## src/rtl/request_encoder.sv

```systemverilog
// rtl/request_encoder.sv - four-line request encoder with pending register and ack handshake
//
// Purpose: captures request pulses into a pending register and presents one
// granted index at a time on address1:address0 with valid. The presented
// grant is held until the consumer acks. At least one idle cycle follows
// each grant.
//
// Ports:
//   clk                  rising-edge clock
//   reset                asynchronous, active-high reset
//   req0..req3           request lines, sampled on every rising edge
//   ack                  consumer accepts the presented address
//   address0, address1   registered index of the granted request (address1 = MSB)
//   valid                registered; address holds a granted request
//
// Configuration: define REQUEST_ENCODER_RR_EN for round-robin selection.
// When it is undefined, selection is fixed priority with index 0 highest.
module request_encoder (
  input  logic clk,
  input  logic reset,
  input  logic req0,
  input  logic req1,
  input  logic req2,
  input  logic req3,
  input  logic ack,
  output logic address0,
  output logic address1,
  output logic valid
);

  typedef enum logic {
    IDLE    = 1'b0,
    PRESENT = 1'b1
  } state_t;

  state_t     state_q, state_d;
  logic [3:0] pending_q, pending_d;
  logic [1:0] addr_q, addr_d;
  logic [3:0] req_vec;
  logic [3:0] clr_mask;
  logic [1:0] sel;
  logic       grant;

  assign req_vec = {req3, req2, req1, req0};

`ifdef REQUEST_ENCODER_RR_EN
  logic [1:0] last_q;
  logic [1:0] cand;
  logic       found;

  // The search starts one past the last grant and wraps from 3 to 0.
  always_comb begin
    sel   = 2'd0;
    cand  = 2'd0;
    found = 1'b0;
    for (int i = 1; i <= 4; i++) begin
      cand = last_q + 2'(i);
      if (!found && pending_q[cand]) begin
        sel   = cand;
        found = 1'b1;
      end
    end
  end

  // Reset value 3 makes the first search start at index 0.
  always_ff @(posedge clk or posedge reset) begin
    if (reset) begin
      last_q <= 2'd3;
    end else if (grant) begin
      last_q <= sel;
    end
  end
`else
  // Fixed priority: scanning downward leaves the lowest pending index selected.
  always_comb begin
    sel = 2'd0;
    for (int i = 3; i >= 0; i--) begin
      if (pending_q[i]) begin
        sel = 2'(i);
      end
    end
  end
`endif

  always_comb begin
    state_d  = state_q;
    addr_d   = addr_q;
    grant    = 1'b0;
    clr_mask = 4'b0000;
    case (state_q)
      IDLE: begin
        if (pending_q != 4'b0000) begin
          grant         = 1'b1;
          addr_d        = sel;
          clr_mask[sel] = 1'b1;
          state_d       = PRESENT;
        end
      end
      PRESENT: begin
        if (ack) begin
          state_d = IDLE;
        end
      end
      default: state_d = IDLE;
    endcase
    // The clear is applied before the OR, so a request arriving at the same
    // edge as its own grant stays pending.
    pending_d = (pending_q & ~clr_mask) | req_vec;
  end

  always_ff @(posedge clk or posedge reset) begin
    if (reset) begin
      state_q   <= IDLE;
      pending_q <= 4'b0000;
      addr_q    <= 2'b00;
    end else begin
      state_q   <= state_d;
      pending_q <= pending_d;
      addr_q    <= addr_d;
    end
  end

  assign valid    = (state_q == PRESENT);
  assign address0 = addr_q[0];
  assign address1 = addr_q[1];

endmodule

```

## config.mk

```make
export PLATFORM = sky130hd
export DESIGN_NAME = request_encoder
export DESIGN_NICKNAME = d
export VERILOG_FILES = /design/src/rtl/request_encoder.sv
export SDC_FILE = /design/constraint.sdc
export NUM_CORES = 1
export LEC_CHECK = 0
export CAP_MARGIN = 40
export CELL_PAD_IN_SITES_DETAIL_PLACEMENT = 0
export CELL_PAD_IN_SITES_GLOBAL_PLACEMENT = 2
export CORE_AREA = 2 2 39 41
export CTS_CLUSTER_SIZE = 20
export DETAILED_ROUTE_END_ITERATION = 10
export DIE_AREA = 0 0 41 43
export PLACE_DENSITY_LB_ADDON = 0.1
export SLEW_MARGIN = 20
export SYNTH_ARGS = -nofsm -noshare
export SYNTH_HDL_FRONTEND = slang
export SYNTH_SLANG_ARGS = --single-unit
```

## constraint.sdc

```tcl
create_clock -name clk -period 1.9 [get_ports clk]
set_input_delay 0.38 -clock clk [delete_from_list [all_inputs] [get_ports clk]]
set_output_delay 0.38 -clock clk [all_outputs]
set_load 0.05 [all_outputs]
```

==> summary.txt, run 1 <==
Global routing
  – Vias in the first global route: 250
  – First-pass GRT wire length: 1.035 mm
  – Initial antenna violation count: 0
  – Largest net degree at the start of global routing: 11
  – Gr ovfl total: 0
  – Global-route usage over all layers: 9.505%

Clock network
  – CTS resizes: 0
  – Reg clk slew, reported paths: 0.05 ns
  – H-tree depth: 1
  – Root Driver: clkbuf_4
  – TritonCTS clock tree: yes
  – Num Clock Sinks: 7
  – Hold Buf Count CTS: 0
  – Number of setup buffers added after CTS: 0
  – TritonCTS buffer count: 3
  – CTS Buffer Depth: 2
  – Worst skew pair latency: 0.25 ns

Cells and area
  – Layout cells sized above 1: 17.95%
  – Fin area: 417.9 sq um
  – Layout area overhead: 40.34%
  – Filler Cells Inserted: 151
  – Nets@finish: 47
  – Post-layout util: 30.20%
  – N_diodes: 0
  – Final cell count without fillers: 55

Yosys
  – #FFs+latches synth: 7
  – Synth warn: 0
  – Avg Cell Area, Syn: 11.03 sq um
  – Syn Std Cell Area: 297.8 sq um
  – Syn nets: 34
  – Post-synthesis sequential area ratio: 58.82%
  – Distinct cells, synth: 13
  – Cells after synthesis: 27

Power
  – Lkg Pwr: 0.1881 nW
  – Overall power: 0.3687 mW
  – Worst vdd ir: 270.2 uV
  – PD cells: 882.2 nW/um^2

Routing
  – Initial DRT Pass Iterations: 1
  – Drt total wl: 537 um
  – DR WL/cell: 9.764 um
  – ANT nets after route: 0
  – DRC viols: 0
  – 1st-iter DRT viols: 0
  – Via count: 233
  – DR vias/cell: 4.236

Worst setup path
  – Slowest stage delay, CP: 0.80 ns
  – Largest delay share family, worst path: buffers and inverters
  – Crit path depth: 1
  – Slowest CP cell: clkdlybuf4s50_1
  – Critical path peak fanout: 2
  – Worst Path Required: 1.52 ns
  – Reg2reg setup slack: 0.77 ns
  – Worst setup SP type: register
  – CP bufs+invs: 1
  – CP endpoint: address1
  – CP Launch Point: addr_q[1]$_DFFE_PP0P_
  – Crit path capture type: primary output
  – CP Cell Sequence: clkdlybuf4s50_1
  – Worst r2r dst: pending_q[3]$_DFF_PP0_
  – FF-to-FF path depth: 3
  – Worst r2r src: valid$_DFF_PP0_
  – Crit path DAT: 1.39 ns
  – CP Class: reg2out

Placed design
  – Hpwl dp: 439.9 um
  – Place WS: 0.3942 ns
  – Placed inst area: 391.6 sq um
  – Routability cong.: 0.6759
  – Dpl cells: 51
  – PortBufs: 9

Timing
  – Setup TNS: 0 ns
  – Least-Margin Pin Slew: 0.4901 ns
  – Rel. slew slack: 67.23%
  – Max Clk Rate: 566.4 MHz
  – Final Setup Violations: 0
  – Final Critical Period: 1.766 ns
  – Worst hold slack: 0.3549 ns
  – Worst Clk Skew: 0.005179 ns
  – Unrepaired setup endpoints after global routing: no
  – Hold Vio Cnt, Final: 0
  – Fin crit share: 92.93%
  – Final setup margin: 0.1344 ns
  – Fin. max-slew vios: 0

Die
  – Num rows: 14
  – Starting Density: 21.52%
  – Die area: 1763 sq um
  – Core area: 1384 sq um
  – Die height: 43 um
  – Die W: 41 um
  – IO Pins: 10

Job
  – MaxCap Viol Count: 0

Hold path
  – Worst Hold Class: in2async

Status
  – Status: finished, final reports clean
[kinds of logic after synthesis]
| group | count (synthesis) | share of synthesized area [%] |
|---|---|---|
| flops | 7 | 58.82 |
| compound gates | 9 | 19.75 |
| buf+inv | 4 | 7.562 |
| simple gates | 7 | 13.87 |
[final cells by class]
type                       count  area, sq um  share of cell area, %
inverter                       3        11.26                  2.695
tap                           16        20.02                  4.790
timing repair buffer           9        85.08                  20.36
sequential                     7        175.2                  41.92
clock buffer                   4        26.28                  6.287
multi-input combinational     16        100.1                  23.95
[cell usage in the layout, fill, tap and decap left out, drive strengths merged]
master / count
dfrtp: 7
clkdlybuf4s50: 7
nor2: 4
clkbuf: 4
inv: 3
a21oi: 3
a21o: 2
buf: 2
o22a: 1
o21bai: 1
or3: 1
o21ai: 1
nand2b: 1
and3b: 1
o22ai: 1
[cell usage after synthesis]
library cell,number,share of area [%]
nand2b_1,1,2.1
nor2_1,4,5.0
and3b_1,1,2.9
o21ai_1,1,1.7
o21bai_1,1,2.5
o22a_2,1,3.4
o22ai_1,1,2.1
dfrtp_1,7,59
or3_4,1,3.8
buf_6,1,3.8
a21oi_1,3,5.0
a21o_1,2,5.0
inv_1,3,3.8
[metal layers]
| metal | vias to the layer above | GRT usage (%) | share of wire [%] |
|---|---|---|---|
| met3 | 0 | 4.712 | 6.5 |
| met2 | 6 | 12.81 | 53 |
| met5 | - | 0 | 0 |
| met4 | 0 | 8.000 | 0 |
| met1 | 110 | 10.53 | 40 |
| li1 | 117 | - | - |
[power by group]
| part | switching [mW] | internal [mW] |
|---|---|---|
| registers | 0.00962 | 0.159 |
| logic | 0.0367 | 0.0290 |
| clock network | 0.0543 | 0.0801 |
| total | 0.101 | 0.268 |
[worst min-delay path by stage]
| stage | endpoint | slack (ns) | cells after the start | start |
|---|---|---|---|---|
| 4_1_cts | addr_q[0]$_DFFE_PP0P_ | 0.37 | 2 | reset |
| 6_report | addr_q[0]$_DFFE_PP0P_ | 0.35 | 2 | reset |
| 5_1_grt | addr_q[0]$_DFFE_PP0P_ | 0.40 | 2 | reset |
| 3_5_place_dp | addr_q[1]$_DFFE_PP0P_ | 0.51 | 1 | addr_q[1]$_DFFE_PP0P_ |
| 3_3_place_gp | addr_q[1]$_DFFE_PP0P_ | 0.49 | 1 | addr_q[1]$_DFFE_PP0P_ |
| 2_1_floorplan | addr_q[0]$_DFFE_PP0P_ | 0.18 | 1 | reset |
[state kept, by name (all words and copies together), names as in the netlist]
signal / flops
pending_q: 4
addr_q: 2
valid: 1
No activity file was read; power rests on OpenSTA's default activity.
==> run 2: changes to the inputs <==
--- a/config.mk
+++ b/config.mk
@@ -13,7 +13,7 @@
 export DETAILED_ROUTE_END_ITERATION = 10
 export DIE_AREA = 0 0 41 43
 export PLACE_DENSITY_LB_ADDON = 0.1
-export SLEW_MARGIN = 20
+export SLEW_MARGIN = 25
 export SYNTH_ARGS = -nofsm -noshare
 export SYNTH_HDL_FRONTEND = slang
 export SYNTH_SLANG_ARGS = --single-unit
==> results of run 2 <==
The final DEF is identical to that of run 1; final timing and power are the same.
==> run 3: changes to the inputs <==
--- a/config.mk
+++ b/config.mk
@@ -6,8 +6,8 @@
 export NUM_CORES = 1
 export LEC_CHECK = 0
 export CAP_MARGIN = 40
-export CELL_PAD_IN_SITES_DETAIL_PLACEMENT = 0
-export CELL_PAD_IN_SITES_GLOBAL_PLACEMENT = 2
+export CELL_PAD_IN_SITES_DETAIL_PLACEMENT = 1
+export CELL_PAD_IN_SITES_GLOBAL_PLACEMENT = 1
 export CORE_AREA = 2 2 39 41
 export CTS_CLUSTER_SIZE = 20
 export DETAILED_ROUTE_END_ITERATION = 10
==> summary.txt, run 3 (same netlist as run 1, synthesis figures left out) <==
Power
  – Comb pwr share: 17.6% (-0.2 points)
  – Lkg Pwr: 0.1881 nW (unchanged)
  – Sw Pwr: 0.1053 mW (+4.6%)
  – Sequential share of power: 45.2% (-0.5 points)
  – Power share of the clock group: 37.3% (+0.8 points)
  – Worst vdd ir: 309.3 uV (+14%)
  – Overall power: 0.3735 mW (+1.3%)
  – PD cells: 893.6 nW/um^2 (+1.3%)
  – Internal: 0.2682 mW (about the same)
  – Sw frac: 28.18% (+0.89 points)

Placed design
  – Routability cong.: 0.6924 (+2.4%)
  – Place WS: 0.3831 ns (-0.01112 ns)
  – PortBufs: 9 (unchanged)

Clock network
  – Hold Buf Count CTS: 0 (unchanged)
  – TritonCTS buffer count: 3 (unchanged)
  – TritonCTS clock tree: yes
  – Worst skew pair latency: 0.25 ns (about the same)
  – H-tree depth: 1 (unchanged)
  – CTS resizes: 0 (unchanged)
  – Num Clock Sinks: 7 (unchanged)
  – Root Driver: clkbuf_4
  – Reg clk slew, reported paths: 0.06 ns (about the same)
  – CTS Buffer Depth: 2 (unchanged)
  – Number of setup buffers added after CTS: 0 (unchanged)

Die
  – Die area: 1763 sq um (unchanged)
  – Die height: 43 um (unchanged)
  – Num rows: 14 (unchanged)
  – IO Pins: 10 (unchanged)
  – Starting Density: 21.52% (unchanged)
  – Core area: 1384 sq um (unchanged)
  – Die W: 41 um (unchanged)

Worst setup path
  – Crit path capture type: primary output
  – CP bufs+invs: 1 (unchanged)
  – Largest delay share family, worst path: buffers and inverters
  – CP Class: reg2out
  – Crit path DAT: 1.40 ns (about the same)
  – Reg2reg setup slack: 0.75 ns (-0.02 ns)
  – Critical path peak fanout: 2 (unchanged)
  – CP Cell Sequence: clkdlybuf4s50_1
  – Worst setup SP type: register
  – Worst Path Required: 1.52 ns (about the same)
  – Slowest CP cell: clkdlybuf4s50_1
  – Worst r2r src: valid$_DFF_PP0_
  – CP Launch Point: addr_q[1]$_DFFE_PP0P_
  – Slowest stage delay, CP: 0.80 ns (about the same)

Routing
  – Via count: 237 (+1.7%)
  – 1st-iter DRT viols: 0 (unchanged)
  – DRC viols: 0 (unchanged)
  – ANT nets after route: 0 (unchanged)
  – Initial DRT Pass Iterations: 1 (unchanged)
  – DR vias/cell: 4.309 (+1.7%)
  – Drt total wl: 597 um (+11%)
  – DR WL/cell: 10.85 um (+11%)

Cells and area
  – Layout cells sized above 1: 17.95% (unchanged)
  – N_diodes: 0 (unchanged)
  – Most frequent cells in the layout: dfrtp_1 (7), clkdlybuf4s50_1 (7), nor2_1 (4)
  – Largest register FFs: 4 (unchanged)
  – Nets@finish: 47 (unchanged)
  – Layout area overhead: 40.34% (unchanged)
  – Largest Register: pending_q
  – Filler Cells Inserted: 172 (+14%)
  – Post-layout util: 30.20% (unchanged)

Timing
  – Rel. slew slack: 67.15% (-0.079 points)
  – Final setup margin: 0.1204 ns (-0.01392 ns)
  – Setup TNS: 0 ns (unchanged)
  – Fin. max-slew vios: 0 (unchanged)
  – Hold Vio Cnt, Final: 0 (unchanged)
  – Fin crit share: 93.66% (+0.73 points)
  – Max Clk Rate: 561.9 MHz (-0.78%)
  – Final Setup Violations: 0 (unchanged)
  – Worst hold slack: 0.3561 ns (+0.001168 ns)
  – Worst Clk Skew: 0.001055 ns (-0.004125 ns)
  – Final Critical Period: 1.780 ns (+0.01392 ns)
  – Least-Margin Pin Slew: 0.4913 ns (+0.001186 ns)
  – Unrepaired setup endpoints after global routing: no

Global routing
  – Vias in the first global route: 264 (+5.6%)
  – First-pass GRT wire length: 1.090 mm (+5.3%)
  – Largest net degree at the start of global routing: 11 (unchanged)
  – Initial antenna violation count: 0 (unchanged)
  – Global-route usage over all layers: 10.10% (+0.60 points)
  – Gr ovfl total: 0 (unchanged)

Hold path
  – Worst Hold Class: in2async

Job
  – MaxCap Viol Count: 0 (unchanged)

Status
  – Status: finished, final reports clean
-- run 3: cell counts in the layout (fill, tap and decap cells not counted) --
Identical to the previous run, type by type.
-- run 3: metrics by stage --
step | std cells | cell area, sq um
after global routing | 55 | 417.9
final | 55 | 417.9
after CTS | 55 | 417.9
after global placement | 51 | 391.6
after detailed placement | 51 | 391.6
after floorplan | 27 | 297.8
-- run 3: worst paths after layout --
check	depth (start not counted)	end
min in group clk	1	addr_q[1]$_DFFE_PP0P_
worst max-delay path	1	address1
max in group asynchronous	2	addr_q[1]$_DFFE_PP0P_
worst max register to register	3	pending_q[3]$_DFF_PP0_
worst min-delay path	2	addr_q[0]$_DFFE_PP0P_
worst min register to register	1	addr_q[1]$_DFFE_PP0P_
-- run 3: cell type report --
| class | count | area, sq um | area share [%] |
|---|---|---|---|
| multi-input combinational | 16 | 100.1 | 23.95 |
| clock buffer | 4 | 26.28 | 6.287 |
| timing repair buffer | 9 | 85.08 | 20.36 |
| sequential | 7 | 175.2 | 41.92 |
| tap | 16 | 20.02 | 4.790 |
| inverter | 3 | 11.26 | 2.695 |
-- run 3: routing by layer --
metal  vias up  routed length, um  GRT usage, %
met5         -                  0             0
met4         0                  0         10.00
met3         0                 39         4.712
met2         5                316         13.44
met1       118                241         10.82
li1        114                  -             -
-- run 3: power by group through the flow --
stage	combinational [mW]	sequential (mW)	clock [mW]
final	0.0655	0.169	0.139
after global routing	0.0702	0.170	0.159
after global placement	0.0654	0.171	0
after CTS	0.0668	0.169	0.148
after floorplan	0.0197	0.192	0
after detailed placement	0.0667	0.172	0
